`src/rtl/operand_bypass_pkg.sv`:
```
// Shared definitions for the operand bypass / hazard unit.
//   STG_E/STG_M/STG_W : indices of the tracked stages after decode
//   TNEW_W            : width of the "cycles until result valid" field
//   WA_MAX_W          : storage width of a destination address in a stage
//                       entry (instances use ADDR_W <= WA_MAX_W)
//   stage_entry_t     : one tracked in-flight instruction
//   tnew_dec()        : saturating decrement applied as an entry ages
package operand_bypass_pkg;

  localparam int STG_E    = 0;
  localparam int STG_M    = 1;
  localparam int STG_W    = 2;
  localparam int TNEW_W   = 2;
  localparam int WA_MAX_W = 8;

  typedef struct packed {
    logic                valid;
    logic                we;
    logic [WA_MAX_W-1:0] wa;
    logic [TNEW_W-1:0]   tnew;
  } stage_entry_t;

  function automatic logic [TNEW_W-1:0] tnew_dec(input logic [TNEW_W-1:0] t);
    return (t == '0) ? '0 : t - 1'b1;
  endfunction

endpackage

```
`src/rtl/operand_bypass_pick.sv`:
```
// Per-read-port priority search over the tracked stages.
//   entries    : registered stage entries (index 0 = youngest, E)
//   src_addr   : source register of this port
//   src_tuse   : cycles until this port consumes the operand
//   src_rfdata : register-file read data for this port
//   stage_data : result bus of every tracked stage
//   fwd        : bypassed operand
//   ready      : fwd is final
//   hazard     : producer cannot deliver in time, decode must stall
module bypass_pick
  import operand_bypass_pkg::*;
#(
  parameter int DATA_W = 32,
  parameter int ADDR_W = 5,
  parameter int DEPTH  = 3
) (
  input  stage_entry_t [DEPTH-1:0] entries,
  input  logic [ADDR_W-1:0]        src_addr,
  input  logic [TNEW_W-1:0]        src_tuse,
  input  logic [DATA_W-1:0]        src_rfdata,
  input  logic [DEPTH*DATA_W-1:0]  stage_data,
  output logic [DATA_W-1:0]        fwd,
  output logic                     ready,
  output logic                     hazard
);

  logic [WA_MAX_W-1:0] addr_ext;
  logic                hit;
  logic [TNEW_W-1:0]   win_tnew;
  logic [DATA_W-1:0]   win_data;

  assign addr_ext = WA_MAX_W'(src_addr);

  // Scan oldest to youngest so the youngest match overwrites older ones.
  always_comb begin
    hit      = 1'b0;
    win_tnew = '0;
    win_data = '0;
    for (int k = DEPTH - 1; k >= 0; k--) begin
      if (entries[k].valid && entries[k].we && (src_addr != '0) &&
          (entries[k].wa == addr_ext)) begin
        hit      = 1'b1;
        win_tnew = entries[k].tnew;
        win_data = stage_data[k*DATA_W +: DATA_W];
      end
    end
  end

  always_comb begin
    fwd    = src_rfdata;
    ready  = 1'b1;
    hazard = 1'b0;
    if (hit) begin
      if (win_tnew == '0) begin
        fwd = win_data;
      end else if (win_tnew <= src_tuse) begin
        // Result arrives before it is needed; a later cycle re-picks it.
        ready = 1'b0;
      end else begin
        ready  = 1'b0;
        hazard = 1'b1;
      end
    end
  end

endmodule

```
`src/rtl/operand_bypass.sv`:
```
// Operand bypass and stall generation for a pipeline with DEPTH tracked
// stages after decode.
//   clk, reset  : clock, synchronous active-high reset
//   issue_*     : instruction leaving decode (valid, we, wa, tnew)
//   flush       : kill the instruction entering E
//   src_addr/src_tuse/src_rfdata : NUM_SRC decode read ports, packed
//   stage_data  : result bus of each tracked stage, packed (index 0 = E)
//   src_fwd     : bypassed operand per port
//   src_ready   : per-port "src_fwd is final"
//   stall       : freeze PC/D and inject a bubble into E
module operand_bypass
  import operand_bypass_pkg::*;
#(
  parameter int DATA_W  = 32,
  parameter int ADDR_W  = 5,
  parameter int NUM_SRC = 2,
  parameter int DEPTH   = 3
) (
  input  logic                      clk,
  input  logic                      reset,
  input  logic                      issue_valid,
  input  logic                      issue_we,
  input  logic [ADDR_W-1:0]         issue_wa,
  input  logic [1:0]                issue_tnew,
  input  logic                      flush,
  input  logic [NUM_SRC*ADDR_W-1:0] src_addr,
  input  logic [NUM_SRC*2-1:0]      src_tuse,
  input  logic [NUM_SRC*DATA_W-1:0] src_rfdata,
  input  logic [DEPTH*DATA_W-1:0]   stage_data,
  output logic [NUM_SRC*DATA_W-1:0] src_fwd,
  output logic [NUM_SRC-1:0]        src_ready,
  output logic                      stall
);

  stage_entry_t [DEPTH-1:0] stage_reg;
  stage_entry_t [DEPTH-1:0] stage_next;
  logic [NUM_SRC-1:0]       hazard;

  assign stall = |hazard;

  // Entry 0 takes the issuing instruction unless it is flushed or held in
  // decode by a stall; older entries age by one stage.
  always_comb begin
    stage_next        = stage_reg;
    stage_next[STG_E] = '0;
    if (issue_valid && !flush && !stall) begin
      stage_next[STG_E].valid = 1'b1;
      stage_next[STG_E].we    = issue_we;
      stage_next[STG_E].wa    = WA_MAX_W'(issue_wa);
      stage_next[STG_E].tnew  = issue_tnew;
    end
    for (int k = 1; k < DEPTH; k++) begin
      stage_next[k]      = stage_reg[k-1];
      stage_next[k].tnew = tnew_dec(stage_reg[k-1].tnew);
    end
  end

  always_ff @(posedge clk) begin
    if (reset) begin
      stage_reg <= '0;
    end else begin
      stage_reg <= stage_next;
    end
  end

  genvar gi;
  generate
    for (gi = 0; gi < NUM_SRC; gi++) begin : g_pick
      bypass_pick #(
        .DATA_W (DATA_W),
        .ADDR_W (ADDR_W),
        .DEPTH  (DEPTH)
      ) u_pick (
        .entries    (stage_reg),
        .src_addr   (src_addr[gi*ADDR_W +: ADDR_W]),
        .src_tuse   (src_tuse[gi*2 +: 2]),
        .src_rfdata (src_rfdata[gi*DATA_W +: DATA_W]),
        .stage_data (stage_data),
        .fwd        (src_fwd[gi*DATA_W +: DATA_W]),
        .ready      (src_ready[gi]),
        .hazard     (hazard[gi])
      );
    end
  endgenerate

endmodule

```
`config.mk`:
```
export PLATFORM = sky130hd
export DESIGN_NAME = operand_bypass
export DESIGN_NICKNAME = d
export VERILOG_FILES = /design/src/rtl/operand_bypass_pkg.sv /design/src/rtl/operand_bypass_pick.sv /design/src/rtl/operand_bypass.sv
export SDC_FILE = /design/constraint.sdc
export NUM_CORES = 1
export LEC_CHECK = 0
export CAP_MARGIN = 20
export CORE_MARGIN = 2
export CORE_UTILIZATION = 41
export CTS_CLUSTER_DIAMETER = 150
export CTS_CLUSTER_SIZE = 10
export DETAILED_ROUTE_END_ITERATION = 8
export PLACE_DENSITY = 0.89
export SLEW_MARGIN = 20
export SYNTH_ARGS = -nofsm -noshare
export SYNTH_HDL_FRONTEND = slang
export SYNTH_HIERARCHICAL = 1
export SYNTH_SLANG_ARGS = --single-unit
export TNS_END_PERCENT = 5
```
`constraint.sdc`:
```
create_clock -name clk -period 5.3 [get_ports clk]
set_input_delay 0.53 -clock clk [delete_from_list [all_inputs] [get_ports clk]]
set_output_delay 0.53 -clock clk [all_outputs]
set_load 0.05 [all_outputs]
```
==> results of run 1 <==
==> cell families after synthesis <==
| group | after synthesis |
|---|---|
| buf+inv | 62 |
| flops | 27 |
| compound gates | 76 |
| xor+xnor | 30 |
| mux | 64 |
| simple gates | 271 |
| other cells | 1 |
| fa+ha+maj | 6 |
==> cell usage after synthesis, drive strengths merged <==
cell    number  area share [%]
a211o        2            0.87
a211oi       2            0.37
a21oi        6            0.93
a31oi       66              11
buf         13             3.0
clkbuf      31             2.9
conb         1           0.093
dfxtp       27              13
ha           6             1.9
inv         18             1.7
mux2        64              24
nand2       68             6.4
nand2b       1            0.16
nand3       74             9.5
nand4        6            0.93
nor2        68             6.7
nor2b       14             2.2
nor3        13             1.9
nor4        10             3.0
nor4b        6             1.3
or2          3            0.47
or3          6             1.0
or4          2            0.56
xnor2       30             6.5
==> metal layers <==
metal  vias up  GRT usage (%)  share of wire [%]
li1       2379              -                  -
met1      2378           35.4                 36
met2       342           53.3                 49
met3        88           7.19                9.4
met4         0           16.2                5.6
met5         -              0                  0
==> path summary, 6_finish.rpt <==
path / depth (start not counted) / from / end
hold / removal: 1 / stage_next[23] / stage_next[35]
hold reg to reg: 1 / stage_next[23] / stage_next[35]
setup / recovery: 9 / src_addr[1] / src_fwd[31]
setup reg to reg: 12 / stage_reg[35] / stage_reg[1]
==> stage by stage <==
| stage | utilization [%] | std cells | setup slack [ps] |
|---|---|---|---|
| 3_5_place_dp | 75.1 | 907 | 939 |
| 2_1_floorplan | - | 554 | 1840 |
| 4_1_cts | 75.6 | 911 | 931 |
| 3_3_place_gp | 75.1 | 907 | 991 |
| 5_1_grt | 75.6 | 911 | 768 |
| 6_report | 75.6 | 913 | 921 |
==> worst reg2reg max path, stage by stage (launching register included) <==
cell and delay, ps:
dfxtp_1 340, nor4b_1 260, nand4_1 210, nor3_4 390, buf_4 380, a31oi_2 140, a21oi_2 240, ha_1 280
a21oi_1 140, a211oi_1 60, or2_1 240, buf_4 200, nor4_2 220
==> power groups by stage <==
| stage | registers, mW | clock network (mW) | logic, mW |
|---|---|---|---|
| finish | 0.211 | 0.117 | 0.444 |
| global route | 0.212 | 0.127 | 0.461 |
| CTS | 0.211 | 0.118 | 0.444 |
| detailed placement | 0.216 | 0 | 0.442 |
| global placement | 0.216 | 0 | 0.435 |
| floorplan | 0.215 | 0 | 0.166 |
==> final cells by class <==
cell class | instances | share of cell area, %
antenna | 2 | 0.0686
clock buffer | 3 | 0.566
clock inverter | 1 | 0.103
inverter | 18 | 0.927
multi-input combinational | 465 | 44.6
sequential | 27 | 7.41
tap | 133 | 2.28
timing repair buffer | 264 | 44.0
==> results.ini, run 1 <==
[status]
outcome = finished, final reports clean

[placement]
io_buffers = 252
dpl-instance-area_um2 = 7240
detailed_place_hpwl_mm = 14.0
gp_congestion = 0.886

[yosys]
synthMuxAreaShare_pct = 23.6
syn_area_um2 = 4020
ys_seq_area_share_pct = 13.5
synth_compound_area_share_pct = 12.8
ys_ff_latch = 27
postSynthCellCount = 537
synth_fa_ha_area_share_pct = 1.87
avgSynthCellArea_um2 = 7.48
synth_top_family_by_area = simple AND/OR/NAND/NOR gates
yosys_warnings = 6
ys_types = 35
synthXorXnorAreaFrac_pct = 6.54
yosys.area_share.simple_pct = 34.1

[cells_and_area]
finalInstanceArea_um2 = 7290
fill_cells = 683
nNetsFinal = 971
final-seq-area_um2 = 541
largest_register_ffs = 14
final_layout_size_suffix_gt1_share_pct = 22.1
mostFrequentLayoutCells = clkdlybuf4s50_1 (186), nand3_1 (72), nand2_1 (68), nor2_1 (66), a31oi_1 (64)
multi_input_area_um2 = 3250
area_growth_pct = 81.6
layout_commonest_cell = clkdlybuf4s50_1

[cts]
cts_max_level = 1
cts_repair_resize_count = 0
cts_made_buffers = 3
hold_buffers = 0
cts_tree = built
clk_pin_slew_ps = 90
clockRootBuffer = clkbuf_8
clock_latency_ps = 270
clockBufferDepth = 2
post-cts-setup-buffer-count = 0
clock_sinks = 27

[timing]
min_period_ps = 4380
post-route-period-util_pct = 82.6
slew_headroom_pct = 36.8
whs_ps = 487
rsz0062_at_grt = no
fmax_ghz = 0.228
hold_viol_final = 0
clock_skew_ps = 1.79
setup_viol_count_final = 0
setup_tns_ps = 0
slew_violations = 0
tightest_slew_ps = 943

[global_routing]
grt_pass1_wl_mm = 25.8
grt_overflow = 0
grt_max_degree = 33
gr-usage-all-layers_pct = 30.9
antenna_found_initial = 0
grt_pass1_vias = 5124

[critical_path]
crit_type = input pin to output port
crit_family = simple AND/OR/NAND/NOR gates
critPathArrivalTime_ps = 3850
worstPathCellList = clkdlybuf4s50_1, or4_4, nor2_4, or3_1, a31oi_2, a21oi_2, a211o_4, mux2_2, buf_4
slowest_stage = or4_4
rrSetupSlack_ps = 2110
cp_data_required_time_ps = 4770
cp_num_buf_inv = 2
worst_setup_path_end_kind = output port
crit_fanout = 32
cpPeakStageDelay_ps = 580
start_kind = input pin

[detailed_routing]
initialDrtViolationCount = 298
vias = 5187
wl_mm = 17.6
ant_nets = 0
viasPerCell = 5.68
post_drt_wl_per_cell_um = 19.3
drc = 0
drt-pass1-iter-count = 5

[die]
pin_count = 253
rows = 36
dieWidth_um = 103
dieArea_um2 = 10600
core_um2 = 9640
die_y_um = 103
start_util_pct = 41.7

[power_and_ir_drop]
p_leak_nw = 2.94
p_sw_share_pct = 32.6
clkPwrFrac_pct = 15.1
power_frac_seq_pct = 27.4
p_switching_uw = 252
vdd_ir_drop_max_mv = 0.148
p_int_uw = 520
power.density_nw_per_um2 = 106
p_total_uw = 772
p_comb_share_pct = 57.5

[hold_path]
min_path_type = flop to flop

[run]
maxCapViolCount = 0

No activity file was read; power rests on OpenSTA's default activity.
==> run 2, diff against run 1 <==
- CORE_UTILIZATION: 41 -> 34
- PLACE_DENSITY: 0.89 -> 0.78
- clock period: 5.3 -> 3.7 ns (I/O delays scaled with it)
==> results.ini, run 2 (synthesis results as in run 1) <==
[status]
outcome = finished, final reports clean

[cells_and_area]
nNetsFinal = 992  ; +2.2%
mostFrequentLayoutCells = clkdlybuf4s50_1 (183), nand3_1 (72), nand2_1 (68), nor2_1 (66)
instances_no_fill = 942  ; +3.2%
layout_commonest_cell = clkdlybuf4s50_1
finalInstanceArea_um2 = 7540  ; +3.4%
area_growth_pct = 87.7
diodes = 0  ; -2
largest_register_ffs = 14  ; unchanged
final_layout_size_suffix_gt1_share_pct = 24.7  ; +2.5 points

[critical_path]
worstPathCellList = clkdlybuf4s50_1, or4_4, nor2_4, or3_2, nand3_2, a211o_4, buf_12, mux2_4, buf_12
cpPeakStageDelay_ps = 590  ; about the same
r2r_end = stage_next[18]
cp_data_required_time_ps = 3330  ; -1440 ps
start_kind = input pin
crit_type = input pin to output port
critPathArrivalTime_ps = 3250  ; -600 ps
r2r_start = stage_next[23]
ff2ff_path_depth = 11  ; -1
slowest_stage = or4_4
worst_setup_path_end_kind = output port
critical_path.most_common_cell = buf_12
rrSetupSlack_ps = 630  ; -1480 ps
crit_fanout = 11  ; -66%
cp-startpoint = src_addr[1]
cp-endpoint = src_fwd[10]

[placement]
placedCellCount = 936  ; +3.2%
post-place-ws_ps = 56.5  ; -882 ps
gp_congestion = 0.970  ; +9.5%
detailed_place_hpwl_mm = 14.5  ; +4.0%
io_buffers = 252  ; unchanged
dpl-instance-area_um2 = 7430  ; +2.6%

[detailed_routing]
wl_mm = 18.1  ; +2.8%
ant_nets = 0  ; unchanged
initialDrtViolationCount = 488  ; +64%
drc = 0  ; unchanged
viasPerCell = 5.56  ; -2.1%
vias = 5242  ; +1.1%
post_drt_wl_per_cell_um = 19.2  ; -0.40%
drt-pass1-iter-count = 8  ; +3

[global_routing]
grt_pass1_vias = 5232  ; +2.1%
grt_max_degree = 28  ; -15%
gr-usage-all-layers_pct = 27.1  ; -3.8 points
grt_pass1_wl_mm = 27.7  ; +7.3%
antenna_found_initial = 0  ; unchanged
grt_overflow = 0  ; unchanged

[hold_path]
min_path_type = flop to flop

[cts]
cts_made_buffers = 3  ; unchanged
hold_buffers = 0  ; unchanged
clockBufferDepth = 2  ; unchanged
clock_latency_ps = 270  ; about the same
cts_max_level = 1  ; unchanged
clock_sinks = 27  ; unchanged
clockRootBuffer = clkbuf_16
cts_tree = built
clk_pin_slew_ps = 70  ; -20 ps

[timing]
clock_skew_ps = 2.96  ; +1.16 ps
setup_viol_count_final = 0  ; unchanged
hold_viol_final = 0  ; unchanged
fmax_ghz = 0.276
setup_tns_ps = 0  ; unchanged
whs_ps = 473  ; -13.1 ps
tightest_slew_ps = 592  ; -351 ps
rsz0062_at_grt = no
finalWorstSetupSlack_ps = 76.4  ; -844 ps
slew_violations = 0  ; unchanged
slew_headroom_pct = 60.5  ; +24 points
post-route-period-util_pct = 97.9
min_period_ps = 3620

[die]
pin_count = 253  ; unchanged
core_um2 = 11500  ; +19%
dieWidth_um = 113  ; +9.4%
start_util_pct = 35.0  ; -6.6 points
rows = 39  ; +8.3%
dieArea_um2 = 12700  ; +20%
die_y_um = 113  ; +9.4%

[power_and_ir_drop]
vdd_ir_drop_max_mv = 0.182  ; +23%
p_leak_nw = 3.09  ; +5.0%
power.density_nw_per_um2 = 159  ; +50%

[run]
maxCapViolCount = 0  ; unchanged

[run 2: how the worst min path moves through the flow]
stage | startpoint | endpoint | depth (start not counted)
final | stage_next[23] | stage_next[35] | 1
after global routing | stage_next[23] | stage_next[35] | 1
after CTS | stage_next[23] | stage_next[35] | 1
after detailed placement | stage_next[23] | stage_next[35] | 1
after global placement | stage_next[23] | stage_next[35] | 1
after floorplan | stage_reg[0] | stage_reg[12] | 1
[run 2: power by group]
group | internal [mW] | switching [mW] | total [mW]
Sequential | 0.297 | 0.00605 | 0.303
Combinational | 0.373 | 0.264 | 0.637
Clock | 0.150 | 0.110 | 0.259
[run 2: layout make-up]
type / instances / area (µm²)
flip-flops and latches: 27 / 541
well taps: 143 / 179
multi-input cells: 465 / 3260
inverters: 18 / 67.6
clock buffers: 3 / 75.1
fillers: 929 / 3930
clock inverters: 1 / 8.76
repair buffers: 285 / 3400
[run 2: per-layer routing]
layer | global-route usage, % | wire length (µm) | part of all wire [%] | vias to the layer above
li1 | - | - | - | 2418
met3 | 4.05 | 1360 | 7.5 | 64
met4 | 9.51 | 648 | 3.6 | 0
met5 | 0 | 0 | 0 | -
met1 | 32.1 | 6790 | 38 | 2453
met2 | 49.5 | 9270 | 51 | 307
[run 2: critical path, delay by kind of cell]
| family | cells | cell delay [ps] |
|---|---|---|
| muxes | 1 | 320 |
| AOI/OAI and AO/OA | 1 | 480 |
| and+or+nand+nor | 4 | 1200 |
| buffers and inverters | 3 | 870 |
[run 2: metrics by stage]
stage / util [%] / power [mW]
after floorplan: - / 0.545
after CTS: 65.5 / 1.20
after global routing: 65.7 / 1.24
after detailed placement: 64.8 / 0.943
after global placement: 64.8 / 0.935
final: 65.7 / 1.20
[run 2: timing repair]
item                       CTS  global route
buffers inserted             0             2
setup endpoints to repair    0            28
gates resized for setup      0             3
==> run 3, diff against run 2 <==
- PLACE_DENSITY: 0.78 -> 0.86
==> results.ini, run 3 (synthesis results as in run 1) <==
[status]
outcome = finished, final reports clean

[detailed_routing]
wl_met1_mm = 6.78  ; -0.16%
wl_met2_mm = 8.75  ; -5.6%
ant_nets = 0  ; unchanged
top_layer_used = met4
wl_mm = 17.3  ; -4.5%
drt-pass1-iter-count = 5  ; -3
vias = 5108  ; -2.6%
initialDrtViolationCount = 485  ; -0.61%
drc = 0  ; unchanged
met3WireLength_mm = 1.14  ; -16%
post_drt_wl_per_cell_um = 18.5  ; -3.8%
viasPerCell = 5.46  ; -1.8%

[cells_and_area]
nNetsFinal = 985  ; -0.71%
finalInstanceArea_um2 = 7470  ; -0.88%
mostFrequentLayoutCells = clkdlybuf4s50_1 (184), nand3_1 (72), nand2_1 (68), nor2_1 (66)
final_layout_size_suffix_gt1_share_pct = 23.7  ; -0.92 points
largest_register_ffs = 14  ; unchanged
area_growth_pct = 86.0
layout_commonest_cell = clkdlybuf4s50_1
diodes = 0  ; unchanged
instances_no_fill = 935  ; -0.74%

[timing]
clock_skew_ps = 2.69  ; -0.265 ps
post-route-period-util_pct = 97.5  ; -0.44 points
tightest_slew_ps = 549  ; -42.4 ps
hold_viol_final = 0  ; unchanged
fmax_ghz = 0.277  ; +0.46%
slew_violations = 0  ; unchanged
min_period_ps = 3610  ; -16.5 ps
setup_viol_count_final = 0  ; unchanged
slew_headroom_pct = 63.4  ; +2.8 points
rsz0062_at_grt = yes

[die]
pin_count = 253  ; unchanged
rows = 39  ; unchanged
dieArea_um2 = 12700  ; unchanged
core_um2 = 11500  ; unchanged
die_y_um = 113  ; unchanged
start_util_pct = 35.0  ; unchanged
dieWidth_um = 113  ; unchanged

[global_routing]
gr-usage-all-layers_pct = 25.7  ; -1.4 points
grt_overflow = 0  ; unchanged
grt_max_degree = 33  ; +18%
grt_pass1_wl_mm = 26.3  ; -5.3%
antenna_found_initial = 0  ; unchanged
grt_pass1_vias = 4907  ; -6.2%

[cts]
clock_latency_ps = 260  ; about the same
hold_buffers = 0  ; unchanged
cts_repair_resize_count = 0  ; unchanged
clockBufferDepth = 2  ; unchanged
cts_made_buffers = 3  ; unchanged
clk_pin_slew_ps = 60  ; about the same
cts_max_level = 1  ; unchanged
clockRootBuffer = clkbuf_16
clock_sinks = 27  ; unchanged
post-cts-setup-buffer-count = 0  ; unchanged
cts_tree = built

[power_and_ir_drop]
p_comb_share_pct = 53.5  ; +0.4 points
p_leak_nw = 3.04  ; -1.6%
clkPwrFrac_pct = 20.8  ; -0.8 points
power.density_nw_per_um2 = 158  ; -0.56%
p_int_uw = 817  ; -0.37%
power_frac_seq_pct = 25.7  ; +0.4 points
p_sw_share_pct = 30.9  ; -0.74 points
p_switching_uw = 366  ; -3.7%
vdd_ir_drop_max_mv = 0.145  ; -20%

[critical_path]
ff2ff_path_depth = 11  ; unchanged
cp_data_required_time_ps = 3330  ; about the same
crit_fanout = 11  ; unchanged
crit_type = input pin to output port
cpPeakStageDelay_ps = 590  ; about the same
worstPathCellList = clkdlybuf4s50_1, or4_4, nor2_4, or3_1, a31oi_2, a21oi_2, a211o_4, buf_12, mux2_2, buf_4
start_kind = input pin
worst_setup_path_end_kind = output port
slowest_stage = or4_4
critPathArrivalTime_ps = 3240  ; about the same

[placement]
placedCellCount = 929  ; -0.75%
detailed_place_hpwl_mm = 13.6  ; -6.2%
gp_congestion = 0.894  ; -7.8%
io_buffers = 252  ; unchanged
dpl-instance-area_um2 = 7380  ; -0.71%

[hold_path]
whs_path_depth = 1  ; unchanged
min_path_type = flop to flop

[run]
maxCapViolCount = 0  ; unchanged

==> run 3: final timing paths <==
path / start / end / slack [ps]
worst min register to register: stage_next[35] / stage_reg[35] / 480
worst min-delay path: stage_next[35] / stage_reg[35] / 480
worst max register to register: stage_next[23] / stage_next[18] / 700
worst max-delay path: src_addr[6] / src_fwd[63] / 90
==> run 3: power by group through the flow <==
stage                     Clock, mW  Sequential, mW  Combinational [mW]
after floorplan                   0           0.308               0.237
after global placement            0           0.310               0.622
after detailed placement          0           0.310               0.631
after CTS                     0.251           0.303               0.633
after global routing          0.266           0.304               0.658
final                         0.246           0.303               0.633
==> run 3: critical path, delay by kind of cell <==
kind / cells / cell delay, ps
compound gates: 3 / 570
buf+inv: 3 / 900
mux: 1 / 360
simple gates: 3 / 1020
==> run 3: through the flow <==
step / hold WS [ps] / setup slack (ps) / power (mW) / util (%) / setup TNS (ps)
6_report: 478 / 92.9 / 1.18 / 65.1 / 0
5_1_grt: 496 / -4.59 / 1.23 / 65.1 / -4.59
4_1_cts: 478 / 97.6 / 1.19 / 65.1 / 0
3_5_place_dp: 464 / 101 / 0.941 / 64.3 / 0
3_3_place_gp: 460 / 124 / 0.931 / 64.3 / 0
2_1_floorplan: 428 / 557 / 0.545 / - / 0
==> run 3: per-layer routing <==
| layer | track usage [%] | vias up |
|---|---|---|
| met2 | 45.8 | 290 |
| met5 | 0 | - |
| met3 | 2.92 | 50 |
| met4 | 9.84 | 0 |
| li1 | - | 2407 |
| met1 | 31.6 | 2361 |
==> run 3: cell type report <==
| class | instances | area, µm² |
|---|---|---|
| Clock buffer | 3 | 75.1 |
| Sequential cell | 27 | 541 |
| Fill cell | 894 | 4000 |
| Timing Repair Buffer | 278 | 3350 |
| Tap cell | 143 | 179 |
| Inverter | 18 | 67.6 |
| Multi-Input combinational cell | 465 | 3250 |
| Clock inverter | 1 | 7.51 |
==> variant, RTL diff (flow settings as in run 1) <==
`DATA_W` is set to 32 in 2 places; all go to 36.
--- a/src/rtl/operand_bypass_pick.sv
+++ b/src/rtl/operand_bypass_pick.sv
@@ -10,7 +10,7 @@
 module bypass_pick
   import operand_bypass_pkg::*;
 #(
-  parameter int DATA_W = 32,
+  parameter int DATA_W = 36,
   parameter int ADDR_W = 5,
   parameter int DEPTH  = 3
 ) (
--- a/src/rtl/operand_bypass.sv
+++ b/src/rtl/operand_bypass.sv
@@ -11,7 +11,7 @@
 module operand_bypass
   import operand_bypass_pkg::*;
 #(
-  parameter int DATA_W  = 32,
+  parameter int DATA_W  = 36,
   parameter int ADDR_W  = 5,
   parameter int NUM_SRC = 2,
   parameter int DEPTH   = 3
Interface: changed (resized src_fwd, src_rfdata and stage_data); port bits go from 253 to 281. The function was not compared with the original's and may differ.
==> variant against run 1 <==
Sequential power about the same; synthesized area rose by 8.5%; sequential cell count unchanged; largest cell class unchanged; highest routed layer unchanged; synthesized cell count up 9.3%; setup slack worse by 450 ps; die area up 8.1%; critical path depth unchanged; total power shrank 4.2%; non-clock buffer count grew 34; wire length grew 12%; critical endpoint is now src_fwd[0]; design area down 1.5%.
==> variant: results (changes against run 1) <==
* Outcome: complete, no violations (unchanged)
* Initial antenna violation count at 2 (was 0)
* Layout cells sized above 1 at 0.222 (was 0.221)
* R2r endpoint: stage_reg[0] (was stage_reg[1])
* R2R setup slack at 2060 ps (was 2110 ps)
* Worst setup endpoint: src_fwd[0] (was src_fwd[31])
* Delay-heaviest family, CP: buffers and inverters (was simple AND/OR/NAND/NOR gates)
* Top post-synthesis cells by area: mux2_4 21%, dfxtp_1 12%, a31oi_1 10%, nand3_1 9.2%, nand2_1 6.9% (was mux2_4 22%, dfxtp_1 13%, a31oi_1 10%, nand3_1 9.0%, xnor2_1 6.5%)
* Slowest CP cell: clkdlybuf4s50_1 (was or4_4)
* Top cells by count, synth: 80 x nand2_1, 80 x nand3_1, 74 x nor2_1, 72 x a31oi_1, 60 x mux2_4 (was 72 x nand3_1, 68 x nand2_1, 66 x nor2_1, 64 x a31oi_1, 60 x mux2_4)
* P_leak at 2.93 nW (was 2.94 nW)
* Post-Place Worst Slack at 557 ps (was 939 ps)
* Placer's final routability congestion estimate at 0.999 (was 0.886)
* GRT Util Overall at 0.324 (was 0.309)
* Sequential cell area fraction in the yosys report at 0.124 (was 0.135)
* Syn Inst Count at 587 (was 537)
* WL met2 at 9690 µm (was 8550 µm)
* Maximum vdd drop at 0.000124 V (was 0.000148 V)
* WL met3 at 1830 µm (was 1660 µm)
* DRT Wirelength at 19700 µm (was 17600 µm)
* Final cell count without fillers at 995 (was 913)
* Crit path max fanout at 16 (was 32)
* I/O Buffers at 280 (was 252)
* Critical path startpoint: src_addr[0] (was src_addr[1])
* Post-Place Cell Area at 0.00713 mm² (was 0.00724 mm²)
* DRT iter0 DRCs at 537 (was 298)
* R2R Path Start: stage_next[23] (was stage_reg[35])
[variant: cell types whose count changed after synthesis, moves of 4 or more]
cell,change
nand2_1,+12
a31oi_1,+8
mux2_2,+8
nand3_1,+8
nor2_1,+8
buf_6,+4
clkbuf_1,+4
[variant: logic make-up after synthesis]
family                   share of synthesized area
buffers and inverters                       0.0819
other                                     0.000861
multiplexers                                 0.238
XOR/XNOR                                    0.0603
AND/OR/NAND/NOR                              0.352
flip-flops                                   0.124
adder cells (fa/ha/maj)                     0.0172
AO/OA/AOI/OAI                                0.125
[variant: worst min path at each step]
stage                   startpoint        endpoint  slack [ps]  cells after the start
floorplan             stage_reg[0]   stage_reg[12]         430                      1
detailed placement    stage_reg[0]   stage_reg[12]         470                      1
global placement     stage_reg[12]   stage_reg[24]         460                      1
CTS                 stage_next[23]  stage_next[35]         490                      1
global route        stage_next[23]  stage_next[35]         500                      1
finish              stage_next[23]  stage_next[35]         480                      1
[variant: layer usage]
| metal | vias up | GRT usage |
|---|---|---|
| li1 | 2614 | - |
| met5 | - | 0 |
| met3 | 76 | 0.0559 |
| met1 | 2641 | 0.380 |
| met2 | 376 | 0.564 |
| met4 | 0 | 0.164 |
[variant: area by class of cell]
cell class | count | area (µm²)
diodes | 3 | 7.51
clock buffers | 3 | 41.3
clock inverters | 1 | 5.00
fillers | 828 | 3140
inverters | 18 | 67.6
multi-input cells | 509 | 3550
flip-flops and latches | 27 | 541
well taps | 136 | 170
repair buffers | 298 | 2800
[variant: where the power goes]
part | internal [mW] | total (mW) | switching [mW] | leakage [nW]
logic | 0.220 | 0.410 | 0.190 | 2.68
clock network | 0.0527 | 0.118 | 0.0650 | 0.0255
registers | 0.207 | 0.211 | 0.00421 | 0.219
